--- src/rtl/prism_config_reader.sv ---
`default_nettype none
// ============================================================================
//  Module   : prism_config_reader
//  Purpose  : CPU-driven readback of a configuration latch array. A start
//             write walks the words from DEPTH-1 down to 0. Each word is
//             selected, given one cycle to settle, and captured into a hold
//             register. A rotate-XOR checksum is updated on every capture.
//             The CPU then pops the word, which advances the walk.
//  Ports    : clk, rst_n                      clock, async active-low reset
//             debug_wr, debug_rd              one-cycle CPU strobes
//             address[5:0], data_in[31:0]     CPU register address / data
//             cfg_words[DEPTH*WIDTH-1:0]      flattened latch outputs
//             data_out[31:0]                  CPU read data (combinational)
//             busy, word_valid, done          status flags
//  Register map: 0x18 hold[31:0] | 0x1C hold[WIDTH-1:32] | 0x20 status
//                0x24 checksum   | all others read 0
//  Revision : 1.0 - initial release
// ============================================================================
module prism_config_reader #(
    parameter int DEPTH = 8,
    parameter int WIDTH = 64
) (
    input  logic                     clk,
    input  logic                     rst_n,
    input  logic                     debug_wr,
    input  logic                     debug_rd,
    input  logic [5:0]               address,
    input  logic [31:0]              data_in,
    input  logic [DEPTH*WIDTH-1:0]   cfg_words,
    output logic [31:0]              data_out,
    output logic                     busy,
    output logic                     word_valid,
    output logic                     done
);

    localparam int         HI_W      = WIDTH - 32;
    localparam logic [5:0] ADDR_LO   = 6'h18;
    localparam logic [5:0] ADDR_HI   = 6'h1C;
    localparam logic [5:0] ADDR_STAT = 6'h20;
    localparam logic [5:0] ADDR_CSUM = 6'h24;
    localparam logic [4:0] LAST_IDX  = 5'(DEPTH - 1);

    typedef enum logic [2:0] {
        IDLE    = 3'd0,
        SELECT  = 3'd1,
        SETTLE  = 3'd2,
        CAPTURE = 3'd3,
        WAIT_RD = 3'd4,
        NEXT    = 3'd5
    } state_t;

    state_t             r_state;
    logic [4:0]         r_index;
    logic [4:0]         r_sel;
    logic [WIDTH-1:0]   r_hold;
    logic [31:0]        r_csum;
    logic               r_busy;
    logic               r_word_valid;
    logic               r_done;

    logic [WIDTH-1:0]   w_sel_word;
    logic [31:0]        w_sel_hi_pad;
    logic [31:0]        w_hold_hi_pad;
    logic               w_start;
    logic               w_abort;
    logic               w_pop;

    assign w_start = debug_wr && (address == ADDR_LO);
    assign w_abort = debug_wr && (address == ADDR_STAT) && data_in[0];
    assign w_pop   = debug_rd && (address == ADDR_HI);

    // Only bit 0 of the write data has a meaning (abort request).
    logic w_unused_data;
    assign w_unused_data = &{1'b0, data_in[31:1]};

    // Word-select mux driven by the registered select, so the latch array
    // sees a stable select for the whole SETTLE cycle before capture.
    always_comb begin
        w_sel_word = '0;
        for (int i = 0; i < DEPTH; i++) begin
            if (r_sel == 5'(i)) begin
                w_sel_word = cfg_words[i*WIDTH +: WIDTH];
            end
        end
    end

    always_comb begin
        w_sel_hi_pad             = '0;
        w_sel_hi_pad[HI_W-1:0]   = w_sel_word[WIDTH-1:32];
        w_hold_hi_pad            = '0;
        w_hold_hi_pad[HI_W-1:0]  = r_hold[WIDTH-1:32];
    end

    // Busy and word_valid are registered alongside every state transition.
    always_ff @(posedge clk or negedge rst_n) begin
        if (!rst_n) begin
            r_state      <= IDLE;
            r_index      <= '0;
            r_sel        <= '0;
            r_hold       <= '0;
            r_csum       <= '0;
            r_busy       <= 1'b0;
            r_word_valid <= 1'b0;
            r_done       <= 1'b0;
        end else if (w_abort) begin
            // Abort wins over any pop in the same cycle; hold, checksum and
            // index are kept so the CPU can inspect where the walk stopped.
            r_state      <= IDLE;
            r_busy       <= 1'b0;
            r_word_valid <= 1'b0;
            r_done       <= 1'b0;
        end else begin
            case (r_state)
                IDLE: begin
                    if (w_start) begin
                        r_index <= LAST_IDX;
                        r_csum  <= '0;
                        r_done  <= 1'b0;
                        r_busy  <= 1'b1;
                        r_state <= SELECT;
                    end
                end
                SELECT: begin
                    r_sel   <= r_index;
                    r_state <= SETTLE;
                end
                SETTLE: begin
                    r_state <= CAPTURE;
                end
                CAPTURE: begin
                    r_hold       <= w_sel_word;
                    r_csum       <= {r_csum[30:0], r_csum[31]}
                                    ^ w_sel_word[31:0] ^ w_sel_hi_pad;
                    r_word_valid <= 1'b1;
                    r_state      <= WAIT_RD;
                end
                WAIT_RD: begin
                    if (w_pop) begin
                        r_word_valid <= 1'b0;
                        r_state      <= NEXT;
                    end
                end
                NEXT: begin
                    if (r_index == 5'd0) begin
                        r_done  <= 1'b1;
                        r_busy  <= 1'b0;
                        r_state <= IDLE;
                    end else begin
                        r_index <= r_index - 5'd1;
                        r_state <= SELECT;
                    end
                end
                default: begin
                    r_busy       <= 1'b0;
                    r_word_valid <= 1'b0;
                    r_state      <= IDLE;
                end
            endcase
        end
    end

    always_comb begin
        case (address)
            ADDR_LO:   data_out = r_hold[31:0];
            ADDR_HI:   data_out = w_hold_hi_pad;
            ADDR_STAT: data_out = {19'd0, r_index, 5'd0, r_done, r_word_valid, r_busy};
            ADDR_CSUM: data_out = r_csum;
            default:   data_out = 32'd0;
        endcase
    end

    assign busy       = r_busy;
    assign word_valid = r_word_valid;
    assign done       = r_done;

endmodule
`default_nettype wire

--- config.mk ---
export PLATFORM = sky130hd
export DESIGN_NAME = prism_config_reader
export DESIGN_NICKNAME = d
export VERILOG_FILES = /design/src/rtl/prism_config_reader.sv
export SDC_FILE = /design/constraint.sdc
export NUM_CORES = 1
export LEC_CHECK = 0
export CORE_AREA = 2 2 232 234
export CTS_CLUSTER_SIZE = 30
export DETAILED_ROUTE_END_ITERATION = 8
export DIE_AREA = 0 0 234 236
export PLACE_DENSITY = 0.59
export SLEW_MARGIN = 20
export SYNTH_ARGS = -nofsm -noshare
export SYNTH_HDL_FRONTEND = slang
export SYNTH_SLANG_ARGS = --single-unit
--- constraint.sdc ---
create_clock -name clk -period 4.5 [get_ports clk]
set_input_delay 0.675 -clock clk [delete_from_list [all_inputs] [get_ports clk]]
set_output_delay 0.675 -clock clk [all_outputs]
set_load 0.03 [all_outputs]
* After elaboration in Yosys (flattened, before gate mapping) *
Cells that the tools add are included.

word-level totals
  bits in registers = 112
  input port bits = 554
  output and inout port bits = 35

operators by class
  mux-type cells = 30
  eq/ne operators = 23
  reduce and logical (&&, ||, !) cells = 20
  bitwise gates (word level) = 3
  add/sub/neg operators = 1

operators by type and width
  cell                                                                    number
  64-bit two-way mux                                                      8
  32-bit case mux with 4 select lines                                     1
  32-bit case mux with 2 select lines                                     1
  32-bit XOR                                                              2
  32-bit two-way mux                                                      1
  5-bit by 3-bit equality test with 1-bit output (second input constant)  4
  3-bit case mux with 6 select lines                                      1
  6-bit by 5-bit equality test with 1-bit output (second input constant)  2
  6-bit equality test (second input constant)                             2
  5-bit by 2-bit equality test with 1-bit output (second input constant)  2
  5-bit zero test                                                         2
  5-bit two-way mux                                                       2
  5-bit case mux with 2 select lines                                      1
  1-bit two-way mux                                                       9
  3-bit two-way mux                                                       3
  3-bit inequality test (second input constant)                           3
  3-bit AND reduction                                                     3
  2-bit AND reduction                                                     4
  4-bit OR reduction                                                      2
  3-bit by 2-bit equality test with 1-bit output (second input constant)  2
  3-bit equality test (second input constant)                             2
  1-bit case mux with 3 select lines                                      2
  5-bit by 1-bit equality test with 1-bit output (second input constant)  1
  5-bit by 1-bit subtractor with 5-bit output (second input constant)     1
  10 further kinds                                                        16

* Longest topological paths before layout *
  word-level depth = 12
  mapped depth = 12

* Worst setup path before layout *
Ideal clock, no wire load.

  path type = input to output
  start point = input port address[3]
  end point = output port data_out[0]
  setup slack = 1.414 ns
  cell stages on the path = 5
  data arrival time = 2.411 ns
  buffers on the path = 1
  path through = or4b_1 nor3b_1 clkbuf_1 a22oi_1 o21ai_0

on the way
  word-level cells in the longest chain between the ends = 2

ends and longest elaborated chain
  what                                                                                   line  source
  start, declared                                                                        27    input logic [5:0] address,
  6-bit equality test or 6-bit by 5-bit equality test with 1-bit output (tied branches)  163   case (address)
  32-bit case mux with 4 select lines (*)                                                163
  end, declared                                                                          30    output logic [31:0] data_out,

Mark *: on every way between the ends. The rest lies on a longest branch, timed or not.

* Worst setup path after layout *
  start point = input port address[3]
  end point = output port data_out[21]

Same word-level chain as after synthesis.

==> flow_metrics.tcl <==
set metrics [dict create \
    crit_path_max_fanout 32 \
    grt_pass1_vias 14600 \
    grt_use_total 0.2486 \
    first_iter_violations 1165 \
    finalClockSkew_ns 0.01062 \
    hold_buffers 0 \
    initial_utilization 0.2180 \
    cts_tree "done" \
    ys.flop_type "dfrtp_1" \
    leakagePower_nw 7.069 \
    synth.distinct_cells 70 \
    drv_cap 0 \
    globalplace.congestion 0.9719 \
    cts_root_buffer "clkbuf_16" \
    path_common_cell "clkdlybuf4s50_1" \
    core_um2 53070 \
    async_flop_share 1.000 \
    ys_warn_count 0 \
    wirelength_um 71610 \
    path_cells "clkdlybuf4s50_1, or4b_1, nor3b_2, buf_12, nand2_1, o21ai_0, clkdlybuf4s50_1" \
    cp.required_ns 3.83 \
    synth_top_cells_by_count "nand2_1 (152), o21ai_0 (132), nand3b_1 (123)" \
    synth_area_leaders "dfrtp_1 (24%), nand3b_1 (8.0%), o21ai_0 (5.7%)" \
    overflow 0 \
    antenna_found_initial 11 \
    crit_arrival_ns 3.18 \
    num_rows 85 \
    cts_resized 0 \
    tightest_slew_ns 1.139 \
    layout-drive-gt1-share 0.06047 \
    cts.path.max_buffers 2 \
    setup_viol 0 \
    rr_endpoint "r_csum[19]" \
    syn_avg_cell_area_um2 7.688 \
    min_period_ns 3.854 \
    fin_tns_setup_ns 0 \
    die_h_um 236 \
    clk_latency_ns 0.37 \
    vias 14760 \
    worst_ir_drop_vdd_v 0.0001855 \
    syn_inst 1505 \
    routedWlPerCell_um 26.82 \
    io_buffers 557 \
    synth-seq-cells 112 \
    fillCellCount 5568 \
    r2r_slack_ns 1.01 \
    grt_first_pass_wirelength_um 100300 \
    fin_crit_sh 0.8564 \
    path_clk_slew_ns 0.07 \
    cts_buffers 9 \
    synth_area_um2 11570 \
    nets 2518 \
    slew_violations 0 \
    status "completed" \
    cp-start-kind "input pin" \
    finalHoldViolations 0 \
    die_area_um2 55220 \
    slew_headroom 0.2410 \
    synth_largest_area_cell "dfrtp_1" \
    power_density_nw_per_um2 498.0 \
    viasPerCell 5.529 \
    synth-edff-count 0 \
    hp-class "input pin to asynchronous set/reset pin" \
    synth_top_area_share 0.2422 \
    synth_nets 2060 \
    total_power_mw 9.049 \
    crit_path_max_incr_delay_ns 0.77 \
    slowest_stage "clkdlybuf4s50_1" \
    max_freq_ghz 0.2595 \
    htreeDepth 3 \
    reg2reg_depth 7 \
    cts_setup_buffers 0 \
    io_pins 589 \
    crit_type "input pin to primary output" \
    drc 0 \
    antenna_left 0 \
    grt_max_degree 90 \
    cts.sinks 112 \
    syn2layout_area_growth_pct 57.03 \
    yosysMostFrequentCell "nand2_1" \
    ys_seq_area_frac 0.2422 \
    worstSetupEndpointType "primary output" \
    rsz0062_at_grt "no" \
    rr_startpoint "r_sel[0]" \
    firstDrtPassIters 6 \
    dieWidth_um 234 \
    dp_hpwl_um 56760 \
]
-- cells by family (layout without fill, tap and decap cells) --
group                    count (synthesis)  in the layout  synth area share
multiplexers                            72             72           0.06315
other                                    0              6                 0
adder cells (fa/ha/maj)                  1              1          0.001081
flip-flops                             112            112            0.2422
AND/OR/NAND/NOR                        582            582            0.2855
buffers and inverters                  168            631           0.06510
AO/OA/AOI/OAI                          563            563            0.3306
XOR/XNOR                                 7              7           0.01244
-- worst max-delay path: cells and delay by family --
kind	cells	cell delay [ns]
AND/OR/NAND/NOR	3	0.93
AO/OA/AOI/OAI	1	0.11
buffers and inverters	3	1.43
-- registers in the layout, indices dropped and copies added (netlist names) --
name / cells
r_csum: 32
r_state: 3
word_valid: 1
busy: 1
r_hold: 64
r_index: 5
done: 1
r_sel: 5
-- layout by cell type (no fill, tap or decap), drive strengths merged, types with 11 or more instances in the layout --
master and count:
and2 11, a22o 32, a221o 23, nand2 152
a21o 52, a31oi 30, a22oi 13, o221ai 49
a32oi 21, nand4 12, nor2b 34, buf 70
nor2 69, or2 11, dfrtp 112, a21oi 102
clkdlybuf4s50 537, nor3b 33, or3 20, nor3 26
nand3 44, o21ai 132, nor4bb 13, mux2i 64
clkbuf 11, o22ai 38, nand3b 123
-- layout make-up --
class                      count  area [µm²]  share of cell area
multi-input combinational   1225        8070              0.4442
timing repair buffer         607        6023              0.3315
sequential                   112        2814              0.1549
tap                          696       870.8             0.04793
clock buffer                  11       242.7             0.01336
clock inverter                 5       103.9            0.005715
inverter                       8       30.03            0.001653
antenna                        6       15.01           0.0008263
-- through the flow --
stage	hold WS, ns	worst slack [ns]	utilization	cells	cell area (µm²)
after floorplan	0.3794	1.414	-	1505	11570
after global placement	0.4575	0.7054	0.3356	2648	17810
after detailed placement	0.4623	0.7021	0.3356	2648	17810
after CTS	0.4426	0.6749	0.3421	2664	18150
after global routing	0.4603	0.5183	0.3422	2667	18160
final	0.3921	0.6463	0.3424	2670	18170
-- report_power, final --
part	internal, mW	leakage, nW	switching, mW	total [mW]
Clock	0.561	0.170	0.399	0.960
Sequential	1.44	1.40	0.539	1.98
Combinational	2.43	5.50	3.68	6.11
-- worst max-delay path by stage --
stage	slack, ns	start	end	cells past startpoint
finish	0.65	address[3]	data_out[21]	7
global route	0.52	address[3]	data_out[21]	7
CTS	0.67	address[3]	data_out[21]	7
detailed placement	0.70	address[3]	data_out[21]	7
global placement	0.71	address[3]	data_out[21]	7
floorplan	1.41	address[3]	data_out[0]	5
-- per-layer routing --
metal  wire length, µm  share of wire  global-route usage  vias to the layer above
met5                75         0.0010                   0                        -
met4              2897          0.040             0.09379                       12
met3              5700          0.080             0.05682                      109
li1                  -              -                   -                     6688
met1             27290           0.38              0.2814                     7224
met2             35650           0.50              0.4480                      730
Power figures use the tool's default switching activity.
